[config.mk]
export PLATFORM = sky130hd
export DESIGN_NAME = trigger_in_decoder_flat
export DESIGN_NICKNAME = d
export VERILOG_FILES = /design/src/rtl/trigger_pkg.sv /design/src/rtl/trigger_in_decoder_if.sv /design/src/rtl/sync_2ff.sv /design/src/rtl/trigger_in_decoder.sv /design/src/flat_wrapper.sv
export SDC_FILE = /design/constraint.sdc
export NUM_CORES = 1
export LEC_CHECK = 0
export CAP_MARGIN = 5
export CORE_ASPECT_RATIO = 1.75
export CORE_UTILIZATION = 50
export DETAILED_ROUTE_END_ITERATION = 7
export PLACE_DENSITY = 0.72
export REMOVE_ABC_BUFFERS = 1
export SLEW_MARGIN = 5
export SYNTH_ARGS = -nofsm -noshare
export SYNTH_HDL_FRONTEND = slang
export SYNTH_SLANG_ARGS = --single-unit
[constraint.sdc]
create_clock -name clock -period 3.4 [get_ports clock]
set_input_delay 0.51 -clock clock [delete_from_list [all_inputs] [get_ports clock]]
set_output_delay 0.51 -clock clock [all_outputs]
set_load 0.05 [all_outputs]
[src/rtl/trigger_pkg.sv]
// Constants and rate codes shared by the transmit and receive ends of the trigger pulse link.
package trigger_pkg;

    typedef enum logic [1:0] {
        RATE1 = 2'b00,
        RATE2 = 2'b01,
        RATE3 = 2'b10,
        RATE4 = 2'b11
    } rate_e;

    localparam int PULSE_CNT_W     = 25;
    localparam int PULSE_WIDTH_1   = 27000;
    localparam int PULSE_WIDTH_2   = 54000;
    localparam int PULSE_WIDTH_3   = 135000;
    localparam int PULSE_WIDTH_4   = 270000;
    localparam int PULSE_TOL       = 2700;
    localparam int PULSE_MAX_COUNT = 300000;

    function automatic logic in_window(input int count, input int nominal, input int tol);
        return (count >= nominal - tol) && (count <= nominal + tol);
    endfunction

endpackage

[src/rtl/trigger_in_decoder_if.sv]
// Trigger pin and decoded-rate report bundle between the pin side and the report logic.
interface trigger_in_decoder_if;

    logic       trig_in;
    logic [1:0] rate_out;
    logic       rate_valid;
    logic       rate_error;
    logic       busy;

    modport slave (
        input  trig_in,
        output rate_out,
        output rate_valid,
        output rate_error,
        output busy
    );

    modport master (
        output trig_in,
        input  rate_out,
        input  rate_valid,
        input  rate_error,
        input  busy
    );

endinterface

[src/rtl/sync_2ff.sv]
// Two-flop synchronizer for an asynchronous single-bit input; reset level is a parameter
// so the output can come out of reset at the line's idle level.
module sync_2ff #(
    parameter logic RESET_VAL = 1'b0
) (
    input  logic clock,
    input  logic n_reset,
    input  logic d_i,
    output logic q_o
);

    logic meta_q;
    logic sync_q;

    // Synchronizer chain
    always_ff @(posedge clock or negedge n_reset) begin
        if (!n_reset) begin
            meta_q <= RESET_VAL;
            sync_q <= RESET_VAL;
        end else begin
            meta_q <= d_i;
            sync_q <= meta_q;
        end
    end

    assign q_o = sync_q;

endmodule

[src/rtl/trigger_in_decoder.sv]
// Measures the width of an active-low trigger pulse and decodes it to a 2-bit rate code,
// rejecting glitches, off-window widths and stuck-active inputs.
module trigger_in_decoder
    import trigger_pkg::*;
#(
    parameter int CNT_W     = PULSE_CNT_W,
    parameter int WIDTH_1   = PULSE_WIDTH_1,
    parameter int WIDTH_2   = PULSE_WIDTH_2,
    parameter int WIDTH_3   = PULSE_WIDTH_3,
    parameter int WIDTH_4   = PULSE_WIDTH_4,
    parameter int TOL       = PULSE_TOL,
    parameter int MAX_COUNT = PULSE_MAX_COUNT
) (
    input  logic                 clock,
    input  logic                 n_reset,
    trigger_in_decoder_if.slave  bus
);

    typedef enum logic [1:0] {
        ST_IDLE         = 2'd0,
        ST_MEASURE      = 2'd1,
        ST_CLASSIFY     = 2'd2,
        ST_WAIT_RELEASE = 2'd3
    } state_e;

    localparam logic [CNT_W-1:0] ONE_C     = CNT_W'(1);
    localparam logic [CNT_W-1:0] MAX_CNT_C = CNT_W'(MAX_COUNT);

    if (WIDTH_1 <= TOL) begin : g_bad_tol
        $error("trigger_in_decoder: WIDTH_1 must exceed TOL");
    end
    if ((WIDTH_1 + TOL >= WIDTH_2 - TOL) || (WIDTH_2 + TOL >= WIDTH_3 - TOL) ||
        (WIDTH_3 + TOL >= WIDTH_4 - TOL)) begin : g_bad_overlap
        $error("trigger_in_decoder: width windows overlap");
    end
    if (MAX_COUNT <= WIDTH_4 + TOL) begin : g_bad_max
        $error("trigger_in_decoder: MAX_COUNT must exceed WIDTH_4+TOL");
    end
    if (64'(MAX_COUNT) >= (64'd1 << CNT_W)) begin : g_bad_cnt_w
        $error("trigger_in_decoder: MAX_COUNT does not fit in CNT_W bits");
    end

    logic             sync_s;
    logic             act_s;
    state_e           state_q, state_d;
    logic [CNT_W-1:0] count_q, count_d;
    logic [CNT_W-1:0] count_inc_s;
    logic [1:0]       flush_q, flush_d;
    logic             armed_q, armed_d;
    logic [1:0]       rate_q, rate_d;
    logic             valid_q, valid_d;
    logic             error_q, error_d;
    logic             busy_q, busy_d;
    logic [2:0]       class_s;

    // First matching window wins; bit 2 flags a hit
    function automatic logic [2:0] classify(input logic [CNT_W-1:0] count);
        int c;
        c = int'(count);
        if (in_window(c, WIDTH_1, TOL)) begin
            classify = {1'b1, RATE1};
        end else if (in_window(c, WIDTH_2, TOL)) begin
            classify = {1'b1, RATE2};
        end else if (in_window(c, WIDTH_3, TOL)) begin
            classify = {1'b1, RATE3};
        end else if (in_window(c, WIDTH_4, TOL)) begin
            classify = {1'b1, RATE4};
        end else begin
            classify = 3'b000;
        end
    endfunction

    sync_2ff #(.RESET_VAL(1'b1)) u_sync_trig (
        .clock   (clock),
        .n_reset (n_reset),
        .d_i     (bus.trig_in),
        .q_o     (sync_s)
    );

    assign act_s       = ~sync_s;
    assign count_inc_s = count_q + ONE_C;
    assign class_s     = classify(count_q);

    // Arm only once the flushed synchronizer shows the line idle, so a pulse in progress at reset release is skipped
    always_comb begin
        flush_d = {flush_q[0], 1'b1};
        armed_d = armed_q | (flush_q[1] & ~act_s);
    end

    // Next-state and strobe decode
    always_comb begin
        state_d = state_q;
        count_d = count_q;
        rate_d  = rate_q;
        valid_d = 1'b0;
        error_d = 1'b0;
        case (state_q)
            ST_IDLE: begin
                if (armed_q && act_s) begin
                    count_d = ONE_C;
                    state_d = ST_MEASURE;
                end else begin
                    state_d = ST_IDLE;
                end
            end
            ST_MEASURE: begin
                if (act_s) begin
                    count_d = count_inc_s;
                    if (count_inc_s == MAX_CNT_C) begin
                        error_d = 1'b1;
                        state_d = ST_WAIT_RELEASE;
                    end else begin
                        state_d = ST_MEASURE;
                    end
                end else begin
                    state_d = ST_CLASSIFY;
                end
            end
            ST_CLASSIFY: begin
                if (class_s[2]) begin
                    rate_d  = class_s[1:0];
                    valid_d = 1'b1;
                end else begin
                    error_d = 1'b1;
                end
                state_d = ST_IDLE;
            end
            ST_WAIT_RELEASE: begin
                if (!act_s) begin
                    state_d = ST_IDLE;
                end else begin
                    state_d = ST_WAIT_RELEASE;
                end
            end
            default: begin
                state_d = ST_IDLE;
            end
        endcase
        busy_d = (state_d != ST_IDLE);
    end

    // State, counter and registered outputs
    always_ff @(posedge clock or negedge n_reset) begin
        if (!n_reset) begin
            state_q <= ST_IDLE;
            count_q <= '0;
            flush_q <= 2'b00;
            armed_q <= 1'b0;
            rate_q  <= 2'b00;
            valid_q <= 1'b0;
            error_q <= 1'b0;
            busy_q  <= 1'b0;
        end else begin
            state_q <= state_d;
            count_q <= count_d;
            flush_q <= flush_d;
            armed_q <= armed_d;
            rate_q  <= rate_d;
            valid_q <= valid_d;
            error_q <= error_d;
            busy_q  <= busy_d;
        end
    end

    assign bus.rate_out   = rate_q;
    assign bus.rate_valid = valid_q;
    assign bus.rate_error = error_q;
    assign bus.busy       = busy_q;

endmodule
[src/flat_wrapper.sv]
// flat-port wrapper written by rule: the top's interface ports become plain ports
module trigger_in_decoder_flat import trigger_pkg::*;
#(
    parameter int CNT_W     = PULSE_CNT_W,
    parameter int WIDTH_1   = PULSE_WIDTH_1,
    parameter int WIDTH_2   = PULSE_WIDTH_2,
    parameter int WIDTH_3   = PULSE_WIDTH_3,
    parameter int WIDTH_4   = PULSE_WIDTH_4,
    parameter int TOL       = PULSE_TOL,
    parameter int MAX_COUNT = PULSE_MAX_COUNT
)
  (clock, n_reset, bus_trig_in, bus_rate_out, bus_rate_valid, bus_rate_error, bus_busy);
  trigger_in_decoder_if bus_i ();
  input  logic clock;
  input  logic n_reset;
  input wire logic [$bits(bus_i.trig_in)-1:0] bus_trig_in;
  output wire logic [$bits(bus_i.rate_out)-1:0] bus_rate_out;
  output wire logic [$bits(bus_i.rate_valid)-1:0] bus_rate_valid;
  output wire logic [$bits(bus_i.rate_error)-1:0] bus_rate_error;
  output wire logic [$bits(bus_i.busy)-1:0] bus_busy;
  assign bus_i.trig_in = bus_trig_in;
  assign bus_rate_out = bus_i.rate_out;
  assign bus_rate_valid = bus_i.rate_valid;
  assign bus_rate_error = bus_i.rate_error;
  assign bus_busy = bus_i.busy;
  trigger_in_decoder #(.CNT_W(CNT_W), .WIDTH_1(WIDTH_1), .WIDTH_2(WIDTH_2), .WIDTH_3(WIDTH_3), .WIDTH_4(WIDTH_4), .TOL(TOL), .MAX_COUNT(MAX_COUNT)) u_core (.clock(clock), .n_reset(n_reset), .bus(bus_i));
endmodule
==> impl_metrics.toml, run 1 <==
[synth]
yosysSeqAreaShare_pct = 33.1
synthMuxAreaShare_pct = 1.11
yosys_register_bits = 37
synth_edf_count = 0
synthAdderAreaFrac_pct = 3.12
avgSynthCellArea_um2 = 8.21
synth-warning-count = 0
synth_flop_cell = "dfrtp_1"
syn_inst = 342
synth_top_family_by_area = "simple AND/OR/NAND/NOR gates"
synthSimpleGateAreaFrac_pct = 28.4
synth_cell_types = 67
synth_compound_gate_area_share_pct = 26.8
syn_area_mm2 = 0.00281
synthXorXnorAreaFrac_pct = 1.56
async_flop_share_pct = 100

[global_routing]
overflow = 0
grt_first_pass_wirelength_um = 12700
grt_util_all_layers_pct = 28.1
grt_max_degree = 38
grt_pass1_vias = 2520
grt_antenna_before_repair = 0

[sta]
finalSetupViolCount = 0
final_max_slew_viol_count = 0
final.setup.tns_ns = 0
worst_slack_ns = 0.701
skew_ns = 0.00668
max_slew_margin_pct = 43.8
fmax_mhz = 370
finalCritPeriodShare_pct = 79.4
layout_min_cycle_time_ns = 2.70
hold_viol = 0
rsz0062_at_grt = "false"
tightest_slew_ns = 0.843

[routing]
route.top_layer_used = "met4"
wl_per_cell_um = 18.8
wl_met3_um = 284
dr.pass1.iters = 5
vias_per_cell = 6.62
ant_nets = 0
drc_errors = 0
drt-initial-drc-count = 179
met2_length_um = 4010
num_vias = 2683
routed_wl_um = 7620
drt-met1-wl_um = 2970

[finish]
area_growth_pct = 7.18
drive_above_1_share_pct = 9.37
stdcell_count = 405
diodes = 0
seq_area_um2 = 928
multi_input_area_mm2 = 0.00172
fill_cells = 529
fin_nets = 340

[worst_setup_path]
crit_type = "reg -> reg"
required_ns = 3.61
crit_path_end_kind = "register"
cp.arrival_ns = 2.91
path_max_fanout = 18
start_kind = "register"

[pwr]
vdd_drop_max_mv = 0.215
swShare_pct = 29.4
p_leak_uw = 0.00119
power.share.sequential_pct = 43.4
internal-power_uw = 821
p_per_area_mw_per_mm2 = 386
combPwrFrac_pct = 16.5
switching_power_uw = 341
power_frac_clock_pct = 40.2

[floorplan]
core-area_mm2 = 0.00534
die_w_um = 58.6
die_h_um = 101
dieArea_mm2 = 0.00593
rows = 35
boundaryPins = 8
initial_core_util_pct = 52.5

[clock_tree]
clk_path_buf_depth = 2
postCtsSetupBuffers = 0
clk_pin_slew_ns = 0.08
cts_buffers = 5
h-tree-depth = 2
worstSkewPairLatency_ns = 0.30
cts.repair.resized = 0
ctsHoldBuffers = 0
cts-root-buf = "clkbuf_8"
cts_tree = "yes"
clkSinkCount = 37

[place]
portBuffers = 7
dp.final_hpwl_um = 5390
gp_congestion = 1.03
dp.cells = 397
pre_cts_slack_ns = 0.747

[run]
maxCapViolations = 0

[run_status]
status = "finished clean"

[min_path]
hold_path.class = "in -> async"
layout by cell type (no fill, tap or decap), types with 5 or more instances in the layout:
cell type,count
a21oi_1,15
a31oi_1,7
and3_1,7
and4_1,6
clkbuf_8,5
clkdlybuf4s50_1,6
dfrtp_1,35
ha_1,7
inv_1,9
nand2_1,25
nand2b_1,6
nand3_1,13
nand4_1,9
nor2_1,17
nor3_1,9
nor4_1,8
o21ai_0,42
o31ai_1,11
or3_1,6
or4_1,6
xnor2_1,5
cells in the mapped netlist, types with 7 or more instances:
cell / number / area [um2]
a21oi_1: 15 / 75.1
a31oi_1: 7 / 43.8
and3_1: 7 / 43.8
clkbuf_1: 25 / 93.8
dfrtp_1: 35 / 876
ha_1: 7 / 87.6
inv_1: 9 / 33.8
nand2_1: 25 / 93.8
nand3_1: 13 / 65.1
nand4_1: 9 / 56.3
nor2_1: 17 / 63.8
nor3_1: 9 / 45.0
nor4_1: 8 / 50.1
o21ai_0: 42 / 210
o31ai_1: 11 / 82.6
sequential cells by signal, indices dropped and copies added, names as in the netlist:
register	count
u_core.bus.rate_error	1
u_core.bus.busy	1
u_core.bus.rate_valid	1
u_core.flush_q	2
u_core.armed_q	1
u_core.u_sync_trig.q_o	1
u_core.count_q	25
u_core.u_sync_trig.meta_q	1
u_core.bus.rate_out	2
u_core.state_q	2
per-stage QoR:
stage                     hold WS (ns)  cell area [um2]  total power, uW  util [%]
final                            0.310             3010             1160      56.3
after global routing             0.368             3010             1220      56.3
after CTS                        0.349             3010             1170      56.3
after detailed placement         0.350             2870              701      53.8
after global placement           0.334             2870              697      53.8
after floorplan                  0.214             2680              630         -
cell type report:
type / count / area share, %
Multi-Input combinational cell: 265 / 57.2
Clock inverter: 3 / 2.16
Inverter: 10 / 1.25
Tap cell: 74 / 3.08
Timing Repair Buffer: 11 / 3.16
Clock buffer: 5 / 2.29
Sequential cell: 37 / 30.9
path summary, 6_finish.rpt:
path                                            from                      to  slack (ns)  cells after the start
hold reg to reg            u_core.u_sync_trig.meta_q  u_core.u_sync_trig.q_o        0.36                      0
setup reg to reg                   u_core.count_q[4]   u_core.bus.rate_error        0.70                      6
min in group clock         u_core.u_sync_trig.meta_q  u_core.u_sync_trig.q_o        0.36                      0
max in group asynchronous                    n_reset      u_core.count_q[13]        2.56                      1
setup / recovery                   u_core.count_q[4]   u_core.bus.rate_error        0.70                      6
hold / removal                               n_reset       u_core.flush_q[0]        0.31                      1
power by group through the flow:
stage / logic (uW) / clock network [uW] / registers, uW
detailed placement: 189 / 0 / 512
floorplan: 120 / 0 / 509
CTS: 192 / 472 / 503
global route: 214 / 493 / 509
global placement: 189 / 0 / 508
finish: 191 / 467 / 504
cells by family after synthesis:
family,after synthesis
and+or+nand+nor,136
AOI/OAI and AO/OA,113
buffers and inverters,40
DFF,37
adders and majority gates,7
xor gates and xnor gates,5
muxes,3
other,1
per-layer routing:
layer | vias to the layer above | track usage [%]
li1 | 1276 | -
met1 | 1288 | 31.5
met2 | 92 | 50.4
met3 | 27 | 2.95
met4 | 0 | 15.8
met5 | - | 0
worst max-delay path, stage by stage (launching register included):
cell,delay (ns)
dfrtp_1,0.65
nand4_1,0.36
or3_1,0.52
nor4_4,0.41
nand3_1,0.12
a211o_1,0.32
o31ai_1,0.22
Power figures use the tool's default switching activity.
==> run 2: changes to the inputs <==
- clock period: 3.4 -> 2.75 ns (I/O delays scaled with it)
==> run 2 against run 1 <==
- global-route usage rose by 1.1 points
- setup slack worse by 0.49 ns
- sequential share of layout area decreased by 0.84 points
- non-clock buffer count rose by 18
- sequential cell count unchanged
- first-iteration DRC count shrank 5.0%
- clock-buffer cell count grew 1
- worst hold slack got worse by 0.083 ns
- via count rose by 3.3%
- die area did not move
- wire length grew 4.0%
- sequential power rose by 20%
- critical path type unchanged
- highest routed layer unchanged
==> impl_metrics.toml, run 2 (synthesized netlist as in run 1, its figures left out) <==
[clock_tree]
cts.repair.resized = 0
cts-root-buf = "clkbuf_8"
clk_pin_slew_ns = 0.08
h-tree-depth = 2
clkSinkCount = 37
postCtsSetupBuffers = 0
cts_buffers = 5
ctsHoldBuffers = 0
cts_tree = "yes"
clk_path_buf_depth = 2
worstSkewPairLatency_ns = 0.29

[floorplan]
rows = 35
die_w_um = 58.6
die_h_um = 101
core-area_mm2 = 0.00534
boundaryPins = 8
dieArea_mm2 = 0.00593
initial_core_util_pct = 52.5

[place]
pre_cts_slack_ns = 0.269
dp.final_hpwl_um = 5690
place_area_mm2 = 0.00301
portBuffers = 7
gp_congestion = 1.06

[worst_setup_path]
worstRegToRegCells = 6
path_max_fanout = 10
crit_type = "reg -> reg"
start_kind = "register"
cp_cell_sequence = "or4_4, or4_4, a221oi_2, a21oi_2, or4_1, o31ai_1"
cp_common_cell = "or4_4"
r2r-start = "u_core.count_q[15]"
critical_path_buf_inv_count = 0
cp_top_family = "simple AND/OR/NAND/NOR gates"
required_ns = 2.95
crit_slowest_cell = "or4_4"
cp.arrival_ns = 2.73
cp.depth = 6
cp_slowest_stage_delay_ns = 0.56
r2r_slack_ns = 0.22
reg2reg_to = "u_core.bus.rate_error"
crit_path_end_kind = "register"

[finish]
area_growth_pct = 10.2
drive_above_1_share_pct = 13.8
top_register = "u_core.count_q"
diodes = 0
fill_cells = 494
design_area_mm2 = 0.00309
layout_commonest_cell = "o21ai_0"
largest_reg_flops = 25
fin_nets = 358
seq_area_um2 = 928
layout_common_cells = "o21ai_0 (42), dfrtp_1 (35), nand2_1 (25), buf_4 (22), nor2_1 (17)"
multi_input_area_mm2 = 0.00172

[sta]
finalCritPeriodShare_pct = 92.2
skew_ns = 0.00732
final.setup.tns_ns = 0
fmax_mhz = 395
worst_slack_ns = 0.216
final_max_slew_viol_count = 0
max_slew_margin_pct = 42.3
hold_viol = 0
tightest_slew_ns = 0.865
layout_min_cycle_time_ns = 2.53
finalSetupViolCount = 0
rsz0062_at_grt = "false"

[routing]
num_vias = 2771
drc_errors = 0
wl_met3_um = 389
met2_length_um = 4120
drt-met1-wl_um = 3020
ant_nets = 0
routed_wl_um = 7930
drt-initial-drc-count = 170
dr.pass1.iters = 5
route.top_layer_used = "met4"
vias_per_cell = 6.55
wl_per_cell_um = 18.7

[pwr]
swShare_pct = 32.5
p_leak_uw = 0.00126
p_per_area_mw_per_mm2 = 409
combPwrFrac_pct = 22.3
internal-power_uw = 854
power_frac_clock_pct = 29.9
switching_power_uw = 411
vdd_drop_max_mv = 0.316
power.share.sequential_pct = 47.7

[global_routing]
grt_antenna_before_repair = 0
overflow = 0
grt_first_pass_wirelength_um = 13200
grt_pass1_vias = 2682
grt_max_degree = 38
grt_util_all_layers_pct = 29.2

[run_status]
status = "finished clean"

[run]
maxCapViolations = 0

[min_path]
hold_path.class = "in -> async"
-- run 2: metrics by stage --
stage          std cells  hold slack, ns  utilization [%]  total power (uW)
2_1_floorplan        312           0.117                -               778
3_3_place_gp         415           0.336             56.3               888
3_5_place_dp         415           0.340             56.3               895
4_1_cts              423           0.257             57.9              1270
5_1_grt              423           0.306             57.9              1340
6_report             423           0.227             57.9              1260
-- run 2: worst reg2reg max path, delay by kind of cell (launching register included) --
family / cells / cell delay (ns)
DFF: 1 / 0.47
and+or+nand+nor: 3 / 1.50
AOI/OAI and AO/OA: 3 / 0.47
-- run 2: power by group through the flow --
stage               clock [uW]  combinational, uW  sequential, uW
floorplan                    0                148             630
global placement             0                276             612
detailed placement           0                282             613
CTS                        389                282             602
global route               413                315             607
finish                     378                283             603
-- run 2: metal layers --
metal / global-route usage (%) / vias up
met2: 52.7 / 110
li1: - / 1313
met3: 4.75 / 29
met5: 0 / -
met1: 31.4 / 1319
met4: 16.3 / 0
-- run 2: how the worst max path moves through the flow --
stage,from,end,slack [ns]
2_1_floorplan,u_core.count_q[8],u_core.bus.rate_out[0],0.32
3_3_place_gp,u_core.count_q[15],u_core.bus.rate_error,0.30
3_5_place_dp,u_core.count_q[15],u_core.bus.rate_error,0.27
4_1_cts,u_core.count_q[15],u_core.bus.rate_error,0.24
5_1_grt,u_core.count_q[15],u_core.bus.rate_error,0.1
6_report,u_core.count_q[15],u_core.bus.rate_error,0.22
-- run 2: area by class of cell --
cell class	instances	share of cell area, %
clock buffer	6	2.35
clock inverter	2	0.324
inverter	10	1.21
multi-input combinational	265	55.6
sequential	37	30.0
tap	74	2.99
timing repair buffer	29	7.45
==> run 3: changes to the inputs <==
- ABC_AREA: not set -> 1
- PLACE_DENSITY: 0.72 -> 0.67
==> run 3 against run 2 <==
- wire length rose by 15%
- area after synthesis increased by 2.1%
- sequential share of layout area unchanged
- die area grew 2.0%
- worst hold slack worse by 0.011 ns
- first-iteration DRC count is 51% higher
- synthesized cell count is 34% higher
- largest power group unchanged
- critical path depth is 5 higher
- critical path type unchanged
==> impl_metrics.toml, run 3 <==
[worst_setup_path]
crit_slowest_cell = "dfrtp_1"
required_ns = 2.97
start_kind = "register"
crit_type = "reg -> reg"
cp_slowest_stage_delay_ns = 0.43
path_max_fanout = 5
crit_path_end_kind = "register"
cp_common_cell = "nand2_1"
cp_cell_sequence = "nor2_1, nand3_1, nor2_1, inv_1, nor3_1, nand2_1, nand2_1, nand2_1, nor2_1, nand2_1, a21oi_1"
critical_path_buf_inv_count = 1
cp.arrival_ns = 2.55
cp_top_family = "simple AND/OR/NAND/NOR gates"

[synth]
syn_area_mm2 = 0.00287
synth_commonest_cells = "nand2_1 (158), inv_1 (51), nor2_1 (51)"
yosysSeqAreaShare_pct = 32.4
synth_top_area_cell = "dfrtp_1"
yosys-top-cells-area = "dfrtp_1 (31%), nand2_1 (21%), nand3_1 (7.2%), inv_1 (6.7%), nor2_1 (6.7%)"
async_flop_share_pct = 100
yosysMostFrequentCell = "nand2_1"
avgSynthCellArea_um2 = 6.26
synth_cell_types = 32
syn_inst = 458
synth_flop_cell = "dfrtp_1"
synth-warning-count = 0
synth_top_area_share_pct = 30.6
synth_edf_count = 0
yosys_register_bits = 37

[clock_tree]
cts-root-buf = "clkbuf_8"
clk_pin_slew_ns = 0.08
postCtsSetupBuffers = 0
clk_path_buf_depth = 2
h-tree-depth = 2
cts_tree = "yes"
ctsHoldBuffers = 0
worstSkewPairLatency_ns = 0.31
clkSinkCount = 37
cts_buffers = 5
cts.repair.resized = 0

[routing]
dr.pass1.iters = 4
vias_per_cell = 5.43
ant_nets = 0
num_vias = 2953
routed_wl_um = 9080
wl_per_cell_um = 16.7
drc_errors = 0
drt-initial-drc-count = 257

[floorplan]
dieArea_mm2 = 0.00605
initial_core_util_pct = 51.7
core-area_mm2 = 0.00554
die_w_um = 59.2
rows = 36
boundaryPins = 8
die_h_um = 102

[place]
dp.final_hpwl_um = 7200
dp.cells = 537
portBuffers = 7
place_area_mm2 = 0.00301
gp_congestion = 0.968

[pwr]
p_per_area_mw_per_mm2 = 427
total_power_uw = 1320
vdd_drop_max_mv = 0.329
p_leak_uw = 0.00146

[run_status]
status = "finished clean"

[global_routing]
overflow = 0
grt_max_degree = 38
grt_first_pass_wirelength_um = 14500
grt_pass1_vias = 2945
grt_util_all_layers_pct = 33.6
grt_antenna_before_repair = 0

[sta]
finalSetupViolCount = 0
tightest_slew_ns = 0.863
max_slew_margin_pct = 42.4
final.setup.tns_ns = 0
skew_ns = 0.0143
rsz0062_at_grt = "false"
fmax_mhz = 430
hold_viol = 0
final_max_slew_viol_count = 0
layout_min_cycle_time_ns = 2.33
finalCritPeriodShare_pct = 84.6

[finish]
layout_common_cells = "nand2_1 (158), inv_1 (51), nor2_1 (51), nand3_1 (41), dfrtp_1 (35)"
drive_above_1_share_pct = 8.55
diodes = 0
design_area_mm2 = 0.00309
stdcell_count = 544
largest_reg_flops = 25
fin_nets = 478
area_growth_pct = 7.90
layout_commonest_cell = "nand2_1"
top_register = "u_core.count_q"

[run]
maxCapViolations = 0

[min_path]
hold_path.class = "in -> async"
## run 3: worst paths after layout
path,startpoint,endpoint,slack (ns),depth (start not counted)
worst max-delay path,u_core.count_q[22],u_core.bus.rate_error,0.42,11
worst min-delay path,n_reset,u_core.count_q[23],0.22,1
worst max register to register,u_core.count_q[22],u_core.bus.rate_error,0.42,11
worst min register to register,u_core.flush_q[0],u_core.flush_q[1],0.35,0
max in group asynchronous,n_reset,u_core.count_q[4],1.99,1
min in group clock,u_core.flush_q[0],u_core.flush_q[1],0.35,0
## run 3: power breakdown
part | internal (uW) | switching (uW) | leakage (uW)
clock | 175 | 206 | 0.0000412
combinational | 88.9 | 237 | 0.000931
sequential | 580 | 34.3 | 0.000493
total | 844 | 477 | 0.00146
## run 3: final cells by class
type                       instances  area (um2)
multi-input combinational        359        1700
clock inverter                     1        8.76
sequential                        37         928
fill                             593        2450
timing repair buffer               8        72.6
tap                               76        95.1
inverter                          57         214
clock buffer                       6        72.6
## run 3: metal layers
layer  track usage (%)  routed length (um)
met1              34.5                3300
met2              57.6                4660
met3              4.30                 402
met4              29.7                 722
met5                 0                   0
## run 3: worst register-to-register path, stage by stage (launching register included)
cell     delay (ns)
dfrtp_1        0.43
nor2_1         0.27
nand3_1        0.26
nor2_1         0.29
inv_1          0.13
nor3_1         0.19
nand2_1        0.08
nand2_1        0.07
nand2_1        0.09
nor2_1         0.16
nand2_1        0.12
a21oi_1        0.14
## run 3: metrics by stage
step / setup slack, ns / hold WS (ns) / util (%)
final: 0.424 / 0.216 / 55.8
after global routing: 0.195 / 0.291 / 55.8
after CTS: 0.471 / 0.244 / 55.8
after detailed placement: 0.501 / 0.338 / 54.3
after global placement: 0.472 / 0.335 / 54.3
after floorplan: 0.666 / 0.117 / -
## run 3: logic make-up after synthesis
group | synth area share, %
other | 0.131
flip-flops | 32.4
AND/OR/NAND/NOR | 45.2
buffers and inverters | 8.25
AO/OA/AOI/OAI | 10.0
adder cells (fa/ha/maj) | 3.06
XOR/XNOR | 0.917
